==> src/rtl/imem_loader.sv <==
// imem_loader: 8N1 UART program loader for the CPU instruction memory.
// While load is high, received bytes are packed big-endian into 32-bit
// words and written at sequential word-aligned addresses starting at 0.
// cpu_hold mirrors the registered load level so the CPU stays in reset.
module imem_loader #(
    parameter int CLKS_PER_BIT = 868,
    parameter int ADDR_W       = 9
) (
    input  logic              clock,
    input  logic              reset,
    input  logic              load,
    input  logic              rx,
    output logic              imem_we,
    output logic [ADDR_W-1:0] imem_addr,
    output logic [31:0]       imem_wdata,
    output logic              cpu_hold,
    output logic [ADDR_W-2:0] word_count,
    output logic              frame_err,
    output logic              overflow
);

    localparam int CNT_W    = $clog2(CLKS_PER_BIT);
    localparam int HALF_BIT = (CLKS_PER_BIT - 1) / 2;
    localparam int COUNT_W  = ADDR_W - 2;

    localparam logic [CNT_W-1:0]   HALF_CNT  = CNT_W'(HALF_BIT);
    localparam logic [CNT_W-1:0]   BIT_LAST  = CNT_W'(CLKS_PER_BIT - 1);
    localparam logic [ADDR_W-1:0]  ADDR_LAST = {{COUNT_W{1'b1}}, 2'b00};
    localparam logic [COUNT_W-1:0] COUNT_MAX = '1;

    typedef enum logic [2:0] {
        S_IDLE,
        S_START,
        S_DATA,
        S_STOP,
        S_RECOVER
    } state_t;

    state_t state, state_next;

    logic               rx_meta, rx_sync;
    logic               load_q, load_d;
    logic               load_rise, load_fall;
    logic [CNT_W-1:0]   cnt;
    logic [2:0]         bit_idx;
    logic [7:0]         rx_byte;
    logic [23:0]        word_shift;
    logic [1:0]         byte_idx;
    logic [COUNT_W-1:0] count_q;
    logic               full;

    // Decode strobes produced by the receiver FSM.
    logic cnt_clear;
    logic shift_en;
    logic byte_valid;
    logic stop_bad;

    assign load_rise  = load_q & ~load_d;
    assign load_fall  = ~load_q & load_d;
    assign cpu_hold   = load_q;
    assign word_count = {1'b0, count_q};

    // Two-flop rx synchronizer (idle-high) and registered load level with edge history.
    always_ff @(posedge clock or posedge reset) begin
        if (reset) begin
            rx_meta <= 1'b1;
            rx_sync <= 1'b1;
            load_q  <= 1'b0;
            load_d  <= 1'b0;
        end else begin
            // NOTE: non-blocking so rx_sync takes the previous rx_meta, giving two real flop stages.
            rx_meta <= rx;
            rx_sync <= rx_meta;
            load_q  <= load;
            load_d  <= load_q;
        end
    end

    // Receiver state register.
    always_ff @(posedge clock or posedge reset) begin
        if (reset) begin
            state <= S_IDLE;
        end else begin
            state <= state_next;
        end
    end

    // Receiver next-state and sample-point decode.
    always_comb begin
        // NOTE: every output of this block gets a default first, so no path can infer a latch.
        state_next = state;
        cnt_clear  = 1'b0;
        shift_en   = 1'b0;
        byte_valid = 1'b0;
        stop_bad   = 1'b0;
        case (state)
            S_IDLE: begin
                cnt_clear = 1'b1;
                if (!rx_sync) state_next = S_START;
            end
            S_START: begin
                // Mid-point of the start bit; a high level here was only a glitch.
                if (cnt == HALF_CNT) begin
                    cnt_clear  = 1'b1;
                    state_next = rx_sync ? S_IDLE : S_DATA;
                end
            end
            S_DATA: begin
                if (cnt == BIT_LAST) begin
                    cnt_clear = 1'b1;
                    shift_en  = 1'b1;
                    if (bit_idx == 3'd7) state_next = S_STOP;
                end
            end
            S_STOP: begin
                if (cnt == BIT_LAST) begin
                    cnt_clear = 1'b1;
                    if (rx_sync) begin
                        byte_valid = 1'b1;
                        state_next = S_IDLE;
                    end else begin
                        stop_bad   = 1'b1;
                        state_next = S_RECOVER;
                    end
                end
            end
            S_RECOVER: begin
                // A broken frame may leave the line low; wait for idle before hunting again.
                if (rx_sync) state_next = S_IDLE;
            end
            default: state_next = S_IDLE;
        endcase
        if (!load_q) state_next = S_IDLE;
    end

    // Bit-period counter, data-bit index and LSB-first byte shifter.
    always_ff @(posedge clock or posedge reset) begin
        if (reset) begin
            cnt     <= '0;
            bit_idx <= 3'd0;
            rx_byte <= 8'h00;
        end else begin
            if (cnt_clear) begin
                cnt <= '0;
            end else begin
                cnt <= cnt + 1'b1;
            end
            if (state != S_DATA) begin
                bit_idx <= 3'd0;
            end else if (shift_en) begin
                bit_idx <= bit_idx + 3'd1;
            end
            if (shift_en) rx_byte <= {rx_sync, rx_byte[7:1]};
        end
    end

    // Word assembly, write strobe, address/count advance and sticky flags.
    always_ff @(posedge clock or posedge reset) begin
        if (reset) begin
            imem_we    <= 1'b0;
            imem_addr  <= '0;
            imem_wdata <= 32'h0;
            word_shift <= 24'h0;
            byte_idx   <= 2'd0;
            count_q    <= '0;
            full       <= 1'b0;
            frame_err  <= 1'b0;
            overflow   <= 1'b0;
        end else begin
            imem_we <= 1'b0;

            if (byte_valid) begin
                word_shift <= {word_shift[15:0], rx_byte};
                byte_idx   <= byte_idx + 2'd1;
                if (byte_idx == 2'd3) begin
                    if (full) begin
                        overflow <= 1'b1;
                    end else begin
                        imem_we    <= 1'b1;
                        imem_wdata <= {word_shift, rx_byte};
                    end
                end
            end

            if (stop_bad) begin
                frame_err <= 1'b1;
                byte_idx  <= 2'd0;
            end

            // Advance one cycle after the strobe so addr/data stay valid during it.
            // The last address is sticky through a separate flag, since imem_addr never wraps.
            if (imem_we) begin
                if (imem_addr == ADDR_LAST) begin
                    full <= 1'b1;
                end else begin
                    imem_addr <= imem_addr + ADDR_W'(4);
                end
                if (count_q != COUNT_MAX) count_q <= count_q + 1'b1;
            end

            if (load_fall) byte_idx <= 2'd0;

            if (load_rise) begin
                imem_addr <= '0;
                count_q   <= '0;
                byte_idx  <= 2'd0;
                full      <= 1'b0;
                frame_err <= 1'b0;
                overflow  <= 1'b0;
            end
        end
    end

endmodule

==> config.mk <==
export PLATFORM = sky130hd
export DESIGN_NAME = imem_loader
export DESIGN_NICKNAME = d
export VERILOG_FILES = /design/src/rtl/imem_loader.sv
export SDC_FILE = /design/constraint.sdc
export NUM_CORES = 1
export LEC_CHECK = 0
export ABC_AREA = 1
export BUFFER_PORTS_ARGS = -buffer_cell sky130_fd_sc_hd__clkbuf_2
export CAP_MARGIN = 20
export CORE_ASPECT_RATIO = 0.8
export CORE_MARGIN = 3
export CORE_UTILIZATION = 40
export CTS_BUF_LIST = sky130_fd_sc_hd__clkbuf_4
export DETAILED_ROUTE_END_ITERATION = 12
export GPL_ROUTABILITY_DRIVEN = 0
export HOLD_SLACK_MARGIN = 0.03
export PLACE_DENSITY_LB_ADDON = 0.3
export SYNTH_ARGS = -nofsm -noshare
export SYNTH_HDL_FRONTEND = slang
export SYNTH_SLANG_ARGS = --single-unit
==> constraint.sdc <==
create_clock -name clock -period 8.7 [get_ports clock]
set_clock_uncertainty 0.05 [all_clocks]
set_input_delay 1.74 -clock clock [delete_from_list [all_inputs] [get_ports clock]]
set_output_delay 1.74 -clock clock [all_outputs]
set_load 0.005 [all_outputs]
==> metrics.txt <==
placed cell area=5010 sq um; num ports=57; Hold Path Class=reg -> reg; DR pass1 iterations=4; max_slew headroom=50.7%; Die H=102 um; # diodes=0; Tightest Pin Transition=740 ps; max_cap viols=0; clk root buf=clkbuf_4; min cycle time layout=2860 ps; GRT overflow=0; area grow syn2layout=10.7%; leading area contributor after synthesis=dfrtp_1; WP data required=roughly 6900 ps; number of synthesized flops with an enable pin=0; worst r2r path cells=8; crit path buf inv count=1; P per Cell Area=164 nW/um^2; count of final hold-check violations=0; fraction of layout instances using a drive strength above 1=~14%; most numerous cell in the Yosys netlist=nand2_1; Peak VDD IR=79.9 uV; status=completed; setup TNS=0 ps; GRT Util Overall=14.9%; Final Max Tran Viols=0; Total Power=0.847 mW; CP Class=reg -> out; min-delay src=rx_meta; reg2reg setup slack=6260 ps; register area=2610 sq um; Setup Buffers After CTS=0; CP arrival=1070 ps; synth warn=0; r2r endpoint=imem_wdata[6]; leak pwr=2.67 nW; Worst setup SP type=flop; fin crit share=roughly a third; Hold Buf Count CTS=0; Fmax=350 MHz; Clock transition at path regs=between 100 and 150 ps; largest net degree at the start of global routing=82; Rows=34; Critical Path Sink Type=output port; Worst path top cell family by delay=flip-flops; worst reg2reg startpoint=cnt[0]; CTS sink cnt=104; TritonCTS clock tree=yes; flops & latches, synth=104; RSZ-0062 raised after global routing=false; Syn Area/Cell=about 8.6 sq um; CP Max Fanout=6; PortBufs=53; Post-Place Setup Slack=5590 ps; Residual DRC=0; core region area=approximately 11000 sq um; top-area cell type share of the netlist area=54.8%; Hold WS=316 ps; via count=3593; Cells after Synth=541; Post-CTS Resized=0; worst setup margin=5840 ps; initial antenna violation count=0; Die Width=roughly 130 um; FILL cells=between 1000 and 1500; Routed Antenna Nets=0; Finished Layout Cells=738; first-pass GRT wire length=around 16000 um; H-tree levels=3; Yosys cell types=30; Worst path max stage delay=480 ps; initial DRC count=209; Via-to-Cell Ratio=4.87; fin util=46.4%; ys async rst share=100%; synth cell count leaders=nand2_1, dfrtp_1, inv_1, o21ai_0, nor2_1; Final setup viols=0; dpl cells=slightly above 700; Max Buffers Root-to-Sink=2; CP Cell Sequence=clkbuf_2; Hold Crit Endpoint=rx_sync; vias in the first global route=3382; Detailed Route WL=a little over 9000 um; Final Cell Area=5150 sq um; Main synth FF type=dfrtp_1; WL/cell=12.4 um; die area=13000 sq um; Synth area leaders=dfrtp_1, nand2_1, inv_1; multi-input logic area=1680 sq um; post-synthesis sequential area ratio=between 50% and 60%; clock latency on the worst-skew pair=450 ps; Worst Hold Depth=0; TritonCTS buffer count=9; Nets=about 600; Max stage delay cell, worst path=dfrtp_1; HPWL after DPL=6300 um; Initial Util=a little over two fifths; synthesized area=4650 sq um
-- area by class of cell --
| cell class | count | share of cell area, % |
|---|---|---|
| inverter | 70 | 5.15 |
| sequential | 104 | 50.6 |
| tap | 144 | 3.50 |
| timing repair buffer | 56 | 5.73 |
| clock inverter | 5 | 1.12 |
| multi-input combinational | 350 | 32.6 |
| clock buffer | 9 | 1.31 |
-- layer usage --
metal	GRT usage [%]	vias to the layer above	part of all wire [%]	routed length (um)
met3	3.87	9	4.3	392
li1	-	1813	-	-
met2	24.2	74	46	4190
met5	0	-	0	0
met4	4.20	0	1.0	91
met1	19.9	1697	49	4470
-- sequential cells by signal, summed over array words and instances (netlist names), 2 cells and up --
| name | cells |
|---|---|
| cnt | 10 |
| state | 3 |
| imem_wdata | 32 |
| count_q | 7 |
| rx_byte | 8 |
| bit_idx | 3 |
| word_shift | 24 |
| imem_addr | 7 |
| byte_idx | 2 |
-- cells in the final DEF (no fill, tap or decap), drive strengths merged --
| cell type | count |
|---|---|
| a21oi | 2 |
| a22o | 3 |
| a32o | 1 |
| buf | 3 |
| bufinv | 1 |
| clkbuf | 62 |
| clkinv | 3 |
| conb | 3 |
| dfrtp | 102 |
| dfstp | 2 |
| ha | 9 |
| inv | 71 |
| mux2 | 1 |
| nand2 | 161 |
| nand3 | 25 |
| nand4 | 10 |
| nor2 | 39 |
| nor3 | 5 |
| o21ai | 79 |
| o21bai | 1 |
| o31ai | 2 |
| or2 | 3 |
| xnor2 | 3 |
| xor2 | 3 |
-- cells by family (layout without fill, tap and decap cells) --
kind of cell    count (synthesis)  in the layout  synth area share [%]
buf+inv                        89            140                  8.06
other cells                     1              3                0.0806
flops                         104            104                  56.0
mux                             1              1                 0.242
fa+ha+maj                       9              9                  2.42
simple gates                  243            243                  22.1
xor+xnor                        6              6                  1.13
compound gates                 88             88                  9.97
-- worst max-delay path by stage --
stage              endpoint    startpoint  depth (start not counted)  slack (ps)
3_5_place_dp     bit_idx[0]         reset                          3        5590
6_report       imem_addr[2]  imem_addr[2]                          1        5840
3_3_place_gp   imem_addr[5]         reset                          3        5630
2_1_floorplan    bit_idx[0]         reset                          1        4180
4_1_cts            cpu_hold      cpu_hold                          1        5800
5_1_grt            cpu_hold      cpu_hold                          1        5740
-- power breakdown --
part | switching (mW) | internal, mW | total [mW]
sequential | 0.0121 | 0.495 | 0.507
clock | 0.153 | 0.0855 | 0.239
combinational | 0.0727 | 0.0285 | 0.101
total | 0.238 | 0.609 | 0.847
Note: power is estimated with default switching activity, not from simulation.
